File: src/rtl/baud_rate_controller.sv
// baud_rate_controller: shared UART timebase producing oversample and bit ticks,
// with a valid/ready divisor update that is only applied on a bit boundary.
module baud_rate_controller #(
   parameter int DIV_WIDTH   = 16,
   parameter int DEFAULT_DIV = 326,
   parameter int OVERSAMPLE  = 16
) (
   input  logic                 clk_in,
   input  logic                 reset,
   input  logic                 enable,
   input  logic                 cfg_valid,
   input  logic [DIV_WIDTH-1:0] cfg_div,
   output logic                 cfg_ready,
   output logic                 cfg_err,
   output logic                 tick_os,
   output logic                 tick_bit,
   output logic [DIV_WIDTH-1:0] div_active,
   output logic                 running
);
   localparam int BW = $clog2(OVERSAMPLE);
   typedef enum logic [1:0] {IDLE, RUN, RELOAD} state_t;
   state_t               r_state, w_state;
   logic [DIV_WIDTH-1:0] r_os_cnt, w_os_cnt;
   logic [DIV_WIDTH-1:0] r_div, w_div;
   logic [DIV_WIDTH-1:0] r_pending, w_pending;
   logic [BW-1:0]        r_bit_cnt, w_bit_cnt;
   logic                 r_ready, w_ready;
   logic                 r_err, w_err;
   logic                 r_tick_os, w_tick_os;
   logic                 r_tick_bit, w_tick_bit;
   logic                 w_accept, w_good, w_wrap, w_bwrap;

   assign w_accept   = cfg_valid & r_ready;
   assign w_good     = cfg_div >= DIV_WIDTH'(2);
   assign w_wrap     = r_os_cnt == r_div - DIV_WIDTH'(1);
   assign w_bwrap    = r_bit_cnt == BW'(OVERSAMPLE - 1);
   assign cfg_ready  = r_ready;
   assign cfg_err    = r_err;
   assign tick_os    = r_tick_os;
   assign tick_bit   = r_tick_bit;
   assign div_active = r_div;
   assign running    = r_state != IDLE;

   always_ff @(posedge clk_in or negedge reset) begin
      if (!reset) begin
         r_state    <= IDLE;
         r_os_cnt   <= '0;
         r_bit_cnt  <= '0;
         r_div      <= DIV_WIDTH'(DEFAULT_DIV);
         r_pending  <= DIV_WIDTH'(DEFAULT_DIV);
         r_ready    <= 1'b1;
         r_err      <= 1'b0;
         r_tick_os  <= 1'b0;
         r_tick_bit <= 1'b0;
      end else begin
         r_state    <= w_state;
         r_os_cnt   <= w_os_cnt;
         r_bit_cnt  <= w_bit_cnt;
         r_div      <= w_div;
         r_pending  <= w_pending;
         r_ready    <= w_ready;
         r_err      <= w_err;
         r_tick_os  <= w_tick_os;
         r_tick_bit <= w_tick_bit;
      end
   end

   // Counters default to zero so every path into IDLE or a reload restarts phase.
   always_comb begin
      w_state    = r_state;
      w_os_cnt   = '0;
      w_bit_cnt  = '0;
      w_div      = r_div;
      w_pending  = r_pending;
      w_ready    = r_ready;
      w_err      = w_accept & ~w_good;
      w_tick_os  = 1'b0;
      w_tick_bit = 1'b0;
      if (r_state == IDLE) begin
         w_ready = 1'b1;
         if (w_accept && w_good) w_div = cfg_div;
         if (enable) w_state = RUN;
      end else if (!enable) begin
         w_state = IDLE;
         w_ready = 1'b1;
         if (r_state == RELOAD) w_div = r_pending;
         else if (w_accept && w_good) w_div = cfg_div;
      end else if (r_state == RELOAD && r_tick_bit) begin
         w_state = RUN;
         w_div   = r_pending;
         w_ready = 1'b1;
      end else begin
         w_os_cnt   = w_wrap ? '0 : r_os_cnt + DIV_WIDTH'(1);
         w_bit_cnt  = w_wrap ? (w_bwrap ? '0 : r_bit_cnt + BW'(1)) : r_bit_cnt;
         w_tick_os  = w_wrap;
         w_tick_bit = w_wrap & w_bwrap;
         if (r_state == RUN && w_accept && w_good) begin
            w_pending = cfg_div;
            w_ready   = 1'b0;
            w_state   = RELOAD;
         end
      end
   end
endmodule

File: config.mk
export PLATFORM = sky130hd
export DESIGN_NAME = baud_rate_controller
export DESIGN_NICKNAME = d
export VERILOG_FILES = /design/src/rtl/baud_rate_controller.sv
export SDC_FILE = /design/constraint.sdc
export NUM_CORES = 1
export LEC_CHECK = 0
export ABC_AREA = 1
export BUFFER_PORTS_ARGS = -buffer_cell sky130_fd_sc_hd__buf_2
export CAP_MARGIN = 10
export CORE_UTILIZATION = 60
export DETAILED_ROUTE_END_ITERATION = 8
export GPL_ROUTABILITY_DRIVEN = 0
export PLACE_DENSITY = 0.82
export SLEW_MARGIN = 20
export SYNTH_ARGS = -nofsm -noshare
export SYNTH_HDL_FRONTEND = slang
export SYNTH_SLANG_ARGS = --single-unit
export TNS_END_PERCENT = 1
File: constraint.sdc
create_clock -name clk_in -period 3 [get_ports clk_in]
set_input_delay 0.75 -clock clk_in [delete_from_list [all_inputs] [get_ports clk_in]]
set_output_delay 0.75 -clock clk_in [all_outputs]
set_load 0.01 [all_outputs]
==> results by stage, run 1 <==
Run:
- The tool flagged a number of max-cap violations equal to 0.

Clock tree:
- CTS built an H-tree with a depth of 3.
- The clock insertion delay at the later pin of the skew report is 340 ps.
- Buffers inserted during clock tree synthesis total 9.
- The hold buffer count at cts is 0.
- The number of gates resized after CTS was 0.
- The maximum number of buffers from clock root to sink is 2.
- TritonCTS built the clock tree.
- The cell at the root of the clock tree is sky130_fd_sc_hd__clkbuf_8.
- Clock-pin slew was measured on the worst setup and hold paths at 70 ps.
- The number of post-CTS setup repair buffers is 0.
- For this design, the sink count on the clock tree is 58.

Yosys:
- Summing every instance area after synthesis gives between 3000 and 4000 µm².
- The total of warnings raised by yosys is 0.
- Synthesis instantiated 35 different standard cells from the library.
- The cell type with the highest aggregate area in the netlist is sky130_fd_sc_hd__dfrtp_1.
- Counting every net in the synthesized netlist gives 500.
- The commonest cells after synthesis are sky130_fd_sc_hd__nand2_1, sky130_fd_sc_hd__inv_1, sky130_fd_sc_hd__nor2_1.
- The average instance in the mapped netlist occupies about 7.5 µm².
- After synthesis, the cell types taking the most area are sky130_fd_sc_hd__dfrtp_1, sky130_fd_sc_hd__nand2_1, sky130_fd_sc_hd__inv_1.
- The leading cell type by number of instances after synthesis is sky130_fd_sc_hd__nand2_1.
- In this run, synthesis inferred 0 flip-flops with an integrated enable.
- The count of mapped cells out of synthesis is 477.
- After synthesis, flip-flops and latches occupy around two fifths of the total area.
- Of the post-synthesis cell area, the dominant cell type holds around 34%.
- In the synthesized netlist the dominant register cell turns out to be sky130_fd_sc_hd__dfrtp_1.
- The async set-reset flop share out of synthesis is between 90% and 100%.
- The flip-flop and latch count after synthesis is 58.

Timing:
- The smallest clock period supported by the final layout is computed as between 2000 and 2500 ps.
- The slew at the pin closest to its max-slew limit is ~650 ps.
- The setup clock skew after layout is 8.97 ps.
- The smallest setup slack after layout is 665 ps.
- The total negative slack is 0 ps.
- Setup repair after global routing left no endpoint under its margin.
- The number of pins with negative max-slew slack in the final report is 0.
- Setup violations remaining at the end of the flow were counted as 0.
- Measured against its own limit, the worst slew margin works out to between 50% and 60%.
- The portion of the clock cycle consumed by the worst path in the final layout is between 70% and 80%.
- Across all hold checks on the routed design, the worst slack comes to between 300 and 400 ps.
- The hold violation total from the final report is 0.
- Based on the critical path, the design can be clocked at up to about 430 MHz.

Detailed routing:
- The pre-antenna-repair detailed-routing pass consisted of 4 iterations.
- The remaining antenna violation count is 0.
- The number of design-rule violations left by the first detailed-router iteration is 159.
- The DRC violations left is 0.
- Detailed routing inserted a total of between 3k and 4k vias.
- Wires add up to ~7900 µm.
- Using the TritonRoute via totals, the vias-per-cell ratio works out to roughly 5.2.
- The average detailed-routed wire length per instance is roughly 13 µm.

Global routing:
- The via count of the first global-routing pass is between 2k and 3k.
- The number of antenna violations at the first check in global routing is 0.
- Entering global routing, the biggest net connects 41 pins.
- After global routing the overflow that remains totals 0.
- The first global-routing pass estimated roughly 13,000 µm of wire.
- The global-route usage over all layers is 27.9%.

Power and ir drop:
- The maximum ir drop on the vdd rail is roughly 0.00042 V.
- The static leakage is 2.05 nW.
- The cell area power density is about 630 nW/µm².

Layout:
- The cell area after layout is roughly 4100 µm².
- After filler insertion, the fill cell instance count of the layout stands at around 460.
- The fraction of layout instances using a drive strength above 1 is between 10% and 20%.
- The number of diodes is 0.
- The area growth from synthesis to layout is 13.8%.
- The final layout contains between 500 and 600 nets.

Place:
- The post-placement cell area is between 3000 and 4000 µm².
- The pre-CTS setup slack is 433 ps.
- The detailed placement HPWL is roughly 6000 µm.
- The port buffer count is 40.

Setup path:
- In this run the critical register-to-register path is launched from div_active[0]$_DFFE_PN0P_.
- The worst register-to-register path has a setup slack of roughly 660 ps.
- At the worst endpoint, the arrival time is around 2600 ps.
- The depth of the most critical reg-to-reg path is 13.
- The largest driver fanout on the critical path is 16.
- The worst setup path is captured at a flip-flop.
- At the worst endpoint, the required time is 3210 ps.
- STA classifies the critical path startpoint as a flip-flop.
- The capture point of the worst reg-to-reg path is r_os_cnt[13]$_DFF_PN0_.
- The end point of the critical path is r_os_cnt[13]$_DFF_PN0_.
- Tracing the worst setup path back leads to its startpoint at div_active[0]$_DFFE_PN0P_.
- The path type of the worst setup path is reg2reg.

Floorplan:
- The die span in y is roughly 79 µm.
- The die outline area is about 6300 µm².
- The number of top-level design ports is 41.
- In this run the core area contains 27 standard-cell rows.
- After floorplanning, the core was sized to cover 5640 µm².
- Once the floorplan was initialized, standard cells occupied 63.5% of the core.
- The width of the chip is roughly 80 µm.

Status:
- The run finished with clean final reports.

Hold path:
- The tightest min-delay check is of the in2async type.
## layer usage
metal	GRT usage, %	part of all wire, %
met4	8.55	1.9
met1	34.8	44
met5	0	0
met2	46.9	50
met3	7.93	4.3
## cells in the final DEF (no fill, tap or decap), drive strengths merged
cell type and n:
xnor2 7, nor4 2, inv 72, clkinv 2, o21bai 1, clkbuf 12, nor2 69, a21oi 3
nand3b 3, xor2 12, ha 3, a31o 1, bufinv 2, dfrtp 49, buf 43, o211ai 16
o21ai 43, nand2 130, dfstp 9, nand4 12, and2 1, nand3 28, o22ai 1, nor3 4
## per-stage QoR
step           cells  power, mW  util [%]
6_report         597       2.56      72.2
5_1_grt          597       2.71      72.2
4_1_cts          597       2.56      72.1
3_5_place_dp     581       1.72      68.0
3_3_place_gp     581       1.70      68.0
2_1_floorplan    477       1.52         -
## worst min path at each step
stage	to	slack, ps	cells after the start
final	r_bit_cnt[1]$_DFFE_PN0P_	350	1
after global routing	r_os_cnt[8]$_DFF_PN0_	370	1
after CTS	r_bit_cnt[1]$_DFFE_PN0P_	350	1
after detailed placement	r_pending[4]$_DFFE_PN0P_	470	2
after global placement	r_pending[5]$_DFFE_PN0P_	470	2
after floorplan	cfg_err$_DFF_PN0_	450	0
## logic make-up after synthesis
family	after synthesis	share of synthesized area, %
compound gates	65	10.5
simple gates	249	33.8
buf+inv	83	9.19
flops	58	40.8
fa+ha+maj	3	1.05
xor+xnor	19	4.65
## power breakdown
part	internal (mW)	switching, mW	total, mW
clock network	0.513	0.322	0.836
logic	0.247	0.459	0.706
registers	0.906	0.108	1.01
## cell type report
| type | count | area (µm²) | share of cell area (%) |
|---|---|---|---|
| Inverter | 72 | 270 | 6.63 |
| Tap cell | 72 | 90.1 | 2.21 |
| Clock buffer | 12 | 155 | 3.81 |
| Clock inverter | 4 | 73.8 | 1.81 |
| Multi-Input combinational cell | 336 | 1800 | 44.2 |
| Sequential cell | 58 | 1460 | 35.9 |
| Timing Repair Buffer | 43 | 223 | 5.47 |
## worst max-delay path, stage by stage (launching register included)
cell	delay, ps
sky130_fd_sc_hd__dfrtp_1	420
sky130_fd_sc_hd__inv_1	210
sky130_fd_sc_hd__ha_1	240
sky130_fd_sc_hd__nand2_2	150
sky130_fd_sc_hd__nor2_4	180
sky130_fd_sc_hd__nand2_1	70
sky130_fd_sc_hd__nand2_1	70
sky130_fd_sc_hd__nand2_2	70
sky130_fd_sc_hd__inv_2	50
sky130_fd_sc_hd__nand3_1	70
sky130_fd_sc_hd__nor2_2	150
sky130_fd_sc_hd__nand3_4	120
sky130_fd_sc_hd__nand2_4	310
sky130_fd_sc_hd__nor2_1	100
## state kept, by name, indices dropped and copies added, names as in the netlist
name and cells:
cfg_err 1, cfg_ready 1, div_active 16, r_bit_cnt 4, r_os_cnt 16, r_pending 16
r_state 2, tick_bit 1, tick_os 1
(Power assumes the default switching activity.)
==> inputs of run 2 (changes only) <==
--- a/config.mk
+++ b/config.mk
@@ -8,10 +8,10 @@
 export ABC_AREA = 1
 export BUFFER_PORTS_ARGS = -buffer_cell sky130_fd_sc_hd__buf_2
 export CAP_MARGIN = 10
-export CORE_UTILIZATION = 60
+export CORE_UTILIZATION = 59
 export DETAILED_ROUTE_END_ITERATION = 8
 export GPL_ROUTABILITY_DRIVEN = 0
-export PLACE_DENSITY = 0.82
+export PLACE_DENSITY = 0.8
 export SLEW_MARGIN = 20
 export SYNTH_ARGS = -nofsm -noshare
 export SYNTH_HDL_FRONTEND = slang
==> constraint.sdc (replaced) <==
create_clock -name clk_in -period 2.2 [get_ports clk_in]
set_input_delay 0.55 -clock clk_in [delete_from_list [all_inputs] [get_ports clk_in]]
set_output_delay 0.55 -clock clk_in [all_outputs]
set_load 0.01 [all_outputs]
==> run 2 against run 1 <==
Effect of this change:
- die area up 1.6%
- critical path depth is 2 lower
- maximum frequency rose by 14%
- final cell count rose by 2.8%
- flip-flop and latch count stayed put
- clock-buffer cell count stayed put
- clock skew shrank 3.8 ps
- combinational power up 43%
- global-route usage shrank 0.50 points
- total power up 30%
- worst hold slack worse by 170 ps
- clock power up 13%
==> results by stage, run 2 (same netlist as run 1, synthesis figures left out) <==
Timing:
- The setup clock skew after layout is 5.22 ps (-3.76 ps).
- The achievable clock frequency came to 488 MHz (+14%).
- The count of final setup violators came to 0 (unchanged).
- The smallest setup slack after layout is 149 ps (-516 ps).
- Setup repair after global routing left no endpoint under its margin.
- The worst slew margin relative to its limit was 55.9% (-0.91 points).
- The slew at the pin closest to its max-slew limit is 660 ps (+13.6 ps).
- The hold violation total from the final report is 0 (unchanged).
- The portion of the clock cycle consumed by the worst path in the final layout is 93.2% (+15 points).
- The minimum clock period is 2050 ps (-284 ps).
- The total negative slack is 0 ps (unchanged).
- The number of pins with negative max-slew slack in the final report is 0 (unchanged).

Place:
- The post-placement cell area is 3960 µm² (+3.1%).
- The pre-CTS setup slack is -111 ps (-544 ps).
- The number of instances in the placed design is 596 (+2.6%).
- The port buffer count came to 40 (unchanged).
- The detailed placement HPWL is 5880 µm (+0.60%).

Layout:
- The area growth from synthesis to layout is 17.3%.
- The non-filler instance count after layout was 614 (+2.8%).
- The number of fill cells was 515 (+12%).
- The cell area after layout is 4200 µm² (+3.1%).
- The library cell used most frequently in the layout, excluding fill and tap cells, is sky130_fd_sc_hd__nand2_1.
- The layout net count is 557 (+2.6%).
- In the layout the commonest cells are sky130_fd_sc_hd__nand2_1, sky130_fd_sc_hd__inv_1, sky130_fd_sc_hd__nor2_1, sky130_fd_sc_hd__dfrtp_1, sky130_fd_sc_hd__o21ai_0.
- The number of diodes is 0 (unchanged).
- The storage element area is 1460 µm² (unchanged).
- The fraction of layout instances using a drive strength above 1 is 21.9% (+2.7 points).
- The multi-input gate area in the final layout was 1840 µm² (+2.2%).

Global routing:
- The number of antenna violations at the first check in global routing is 0 (unchanged).
- The largest net degree at the start of global routing is 59 (+44%).
- The leftover overflow at the end of global routing is 0 (unchanged).
- The global-route usage over all layers is 27.5% (-0.50 points).
- The via count of the first global-routing pass was 2,988 (+0.95%).
- The wire length of the first global-routing pass is 13,300 µm (-0.31%).

Floorplan:
- The number of top-level design ports is 41 (unchanged).
- The die outline area was 6380 µm² (+1.6%).
- The width of the chip was 79.9 µm (+0.82%).
- The die span in y is 79.9 µm (+0.82%).
- The effective utilization at floorplan is 60.8% (-2.6 points).
- The number of placement rows is 28 (+3.7%).
- The area of the core came to 5890 µm² (+4.3%).

Power and ir drop:
- The static leakage is 2.12 nW (+3.1%).
- The total power is 3.33 mW (+30%).
- The maximum ir drop on the vdd rail is 0.000476 V (+13%).
- The cell area power density was 793 nW/µm² (+26%).

Setup path:
- The data arrival time of the critical path is 2330 ps (-220 ps).
- The longest individual stage delay on the worst path came to 530 ps (+110 ps).
- The largest driver fanout on the critical path came to 2 (-14).
- The cell with the largest stage delay on the worst path is sky130_fd_sc_hd__dfstp_2.
- The most numerous cell type found on the critical path is sky130_fd_sc_hd__nor2_1.
- The path type of the worst setup path is reg2reg.
- Walking the worst path, the cells encountered are inv_1 > ha_2 > xor2_1 > nand3_1 > nor2_1 > nand2_1 > nor2_1 > nand3_1 > nor2_1 > nand3_1 > nor2_1.
- The worst setup path is launched from a flip-flop.
- The required time of the critical path is 2480 ps (-730 ps).
- The kind of end point of the critical path is a flip-flop.

Detailed routing:
- The remaining antenna violation count is 0 (unchanged).
- The first-pass iteration count of the detailed router is 5 (+1).
- The DRC violations left was 0 (unchanged).
- The average detailed-routed wire length per instance is 13.2 µm (about the same).
- The detailed-route via count is 3,253 (+4.2%).
- The number of design-rule violations left by the first detailed-router iteration is 176 (+11%).
- The overall routed net length is 8130 µm (+2.9%).
- The via density per instance came to 5.30 (+1.3%).

Hold path:
- The path class of the tightest hold or removal check is in2async.

Clock tree:
- The clock insertion delay at the later pin of the skew report is 350 ps (about the same).
- The CTS buffer count is 9 (unchanged).
- The H-tree depth reported by CTS came to 3 (unchanged).
- The clock transition at the register clock pins on the worst setup and hold paths after CTS is 70 ps (about the same).
- The maximum number of buffers from clock root to sink is 2 (unchanged).
- The cell at the root of the clock tree is sky130_fd_sc_hd__clkbuf_8.
- The number of sinks handled by clock tree synthesis was 58 (unchanged).
- TritonCTS built the clock tree.

Status:
- The run finished with clean final reports.

Run:
- The number of max-cap violations came to 0 (unchanged).
[run 2: cell types whose count changed in the layout (fill, tap and decap cells not counted), moves of 2 or more]
cell                         delta
sky130_fd_sc_hd__buf_4         +11
sky130_fd_sc_hd__buf_12         +2
sky130_fd_sc_hd__bufinv_16      -2
sky130_fd_sc_hd__clkinvlp_4     +2
sky130_fd_sc_hd__nand2_8        +2
[run 2: final cells by class]
type / count / share of cell area [%]
clock buffer: 12 / 3.93
clock inverter: 4 / 0.596
inverter: 72 / 6.43
multi-input combinational: 337 / 43.8
sequential: 58 / 34.8
tap: 75 / 2.23
timing repair buffer: 56 / 8.22
[run 2: stage by stage]
stage | util [%] | hold WS (ps)
3_5_place_dp | 67.2 | 473
4_1_cts | 70.6 | 203
5_1_grt | 71.4 | 207
6_report | 71.4 | 183
3_3_place_gp | 67.2 | 467
2_1_floorplan | - | 254
[run 2: where the power goes]
group	switching (mW)	internal, mW	leakage, nW
sequential	0.144	1.24	0.737
combinational	0.639	0.373	1.29
clock	0.445	0.496	0.0944
total	1.23	2.10	2.12
[run 2: final timing paths]
path	start	end	slack, ps	depth (start not counted)
min in group clk_in	cfg_div[8]	r_pending[8]$_DFFE_PN1P_	460	3
max in group asynchronous	reset	r_pending[8]$_DFFE_PN1P_	1690	2
setup / recovery	div_active[1]$_DFFE_PN1P_	tick_bit$_DFF_PN0_	150	11
hold reg to reg	cfg_ready$_DFFE_PN1P_	cfg_ready$_DFFE_PN1P_	480	2
hold / removal	reset	r_os_cnt[14]$_DFF_PN0_	180	2
setup reg to reg	div_active[1]$_DFFE_PN1P_	tick_bit$_DFF_PN0_	150	11
[run 2: what timing repair did]
item                                    4_1_cts  5_1_grt
endpoints found under the setup margin        6       20
cloned                                        0        1
setup buffers                                 0        1
hold buffers                                  0        0
pin swaps                                     0        4
resized for setup                             1        4
[run 2: critical path, delay by kind of cell, from the launching register on]
family | cells | cell delay [ps]
AND/OR/NAND/NOR | 8 | 890
flip-flops | 1 | 530
adder cells (fa/ha/maj) | 1 | 330
XOR/XNOR | 1 | 170
buffers and inverters | 1 | 60
[run 2: layer usage]
layer  track usage, %  vias to the layer above  share of wire, %
li1                 -                     1631                 -
met1             35.1                     1526                45
met2             45.7                       83                49
met3             6.51                       13               4.2
met4             8.75                        0               1.3
met5                0                        -                 0
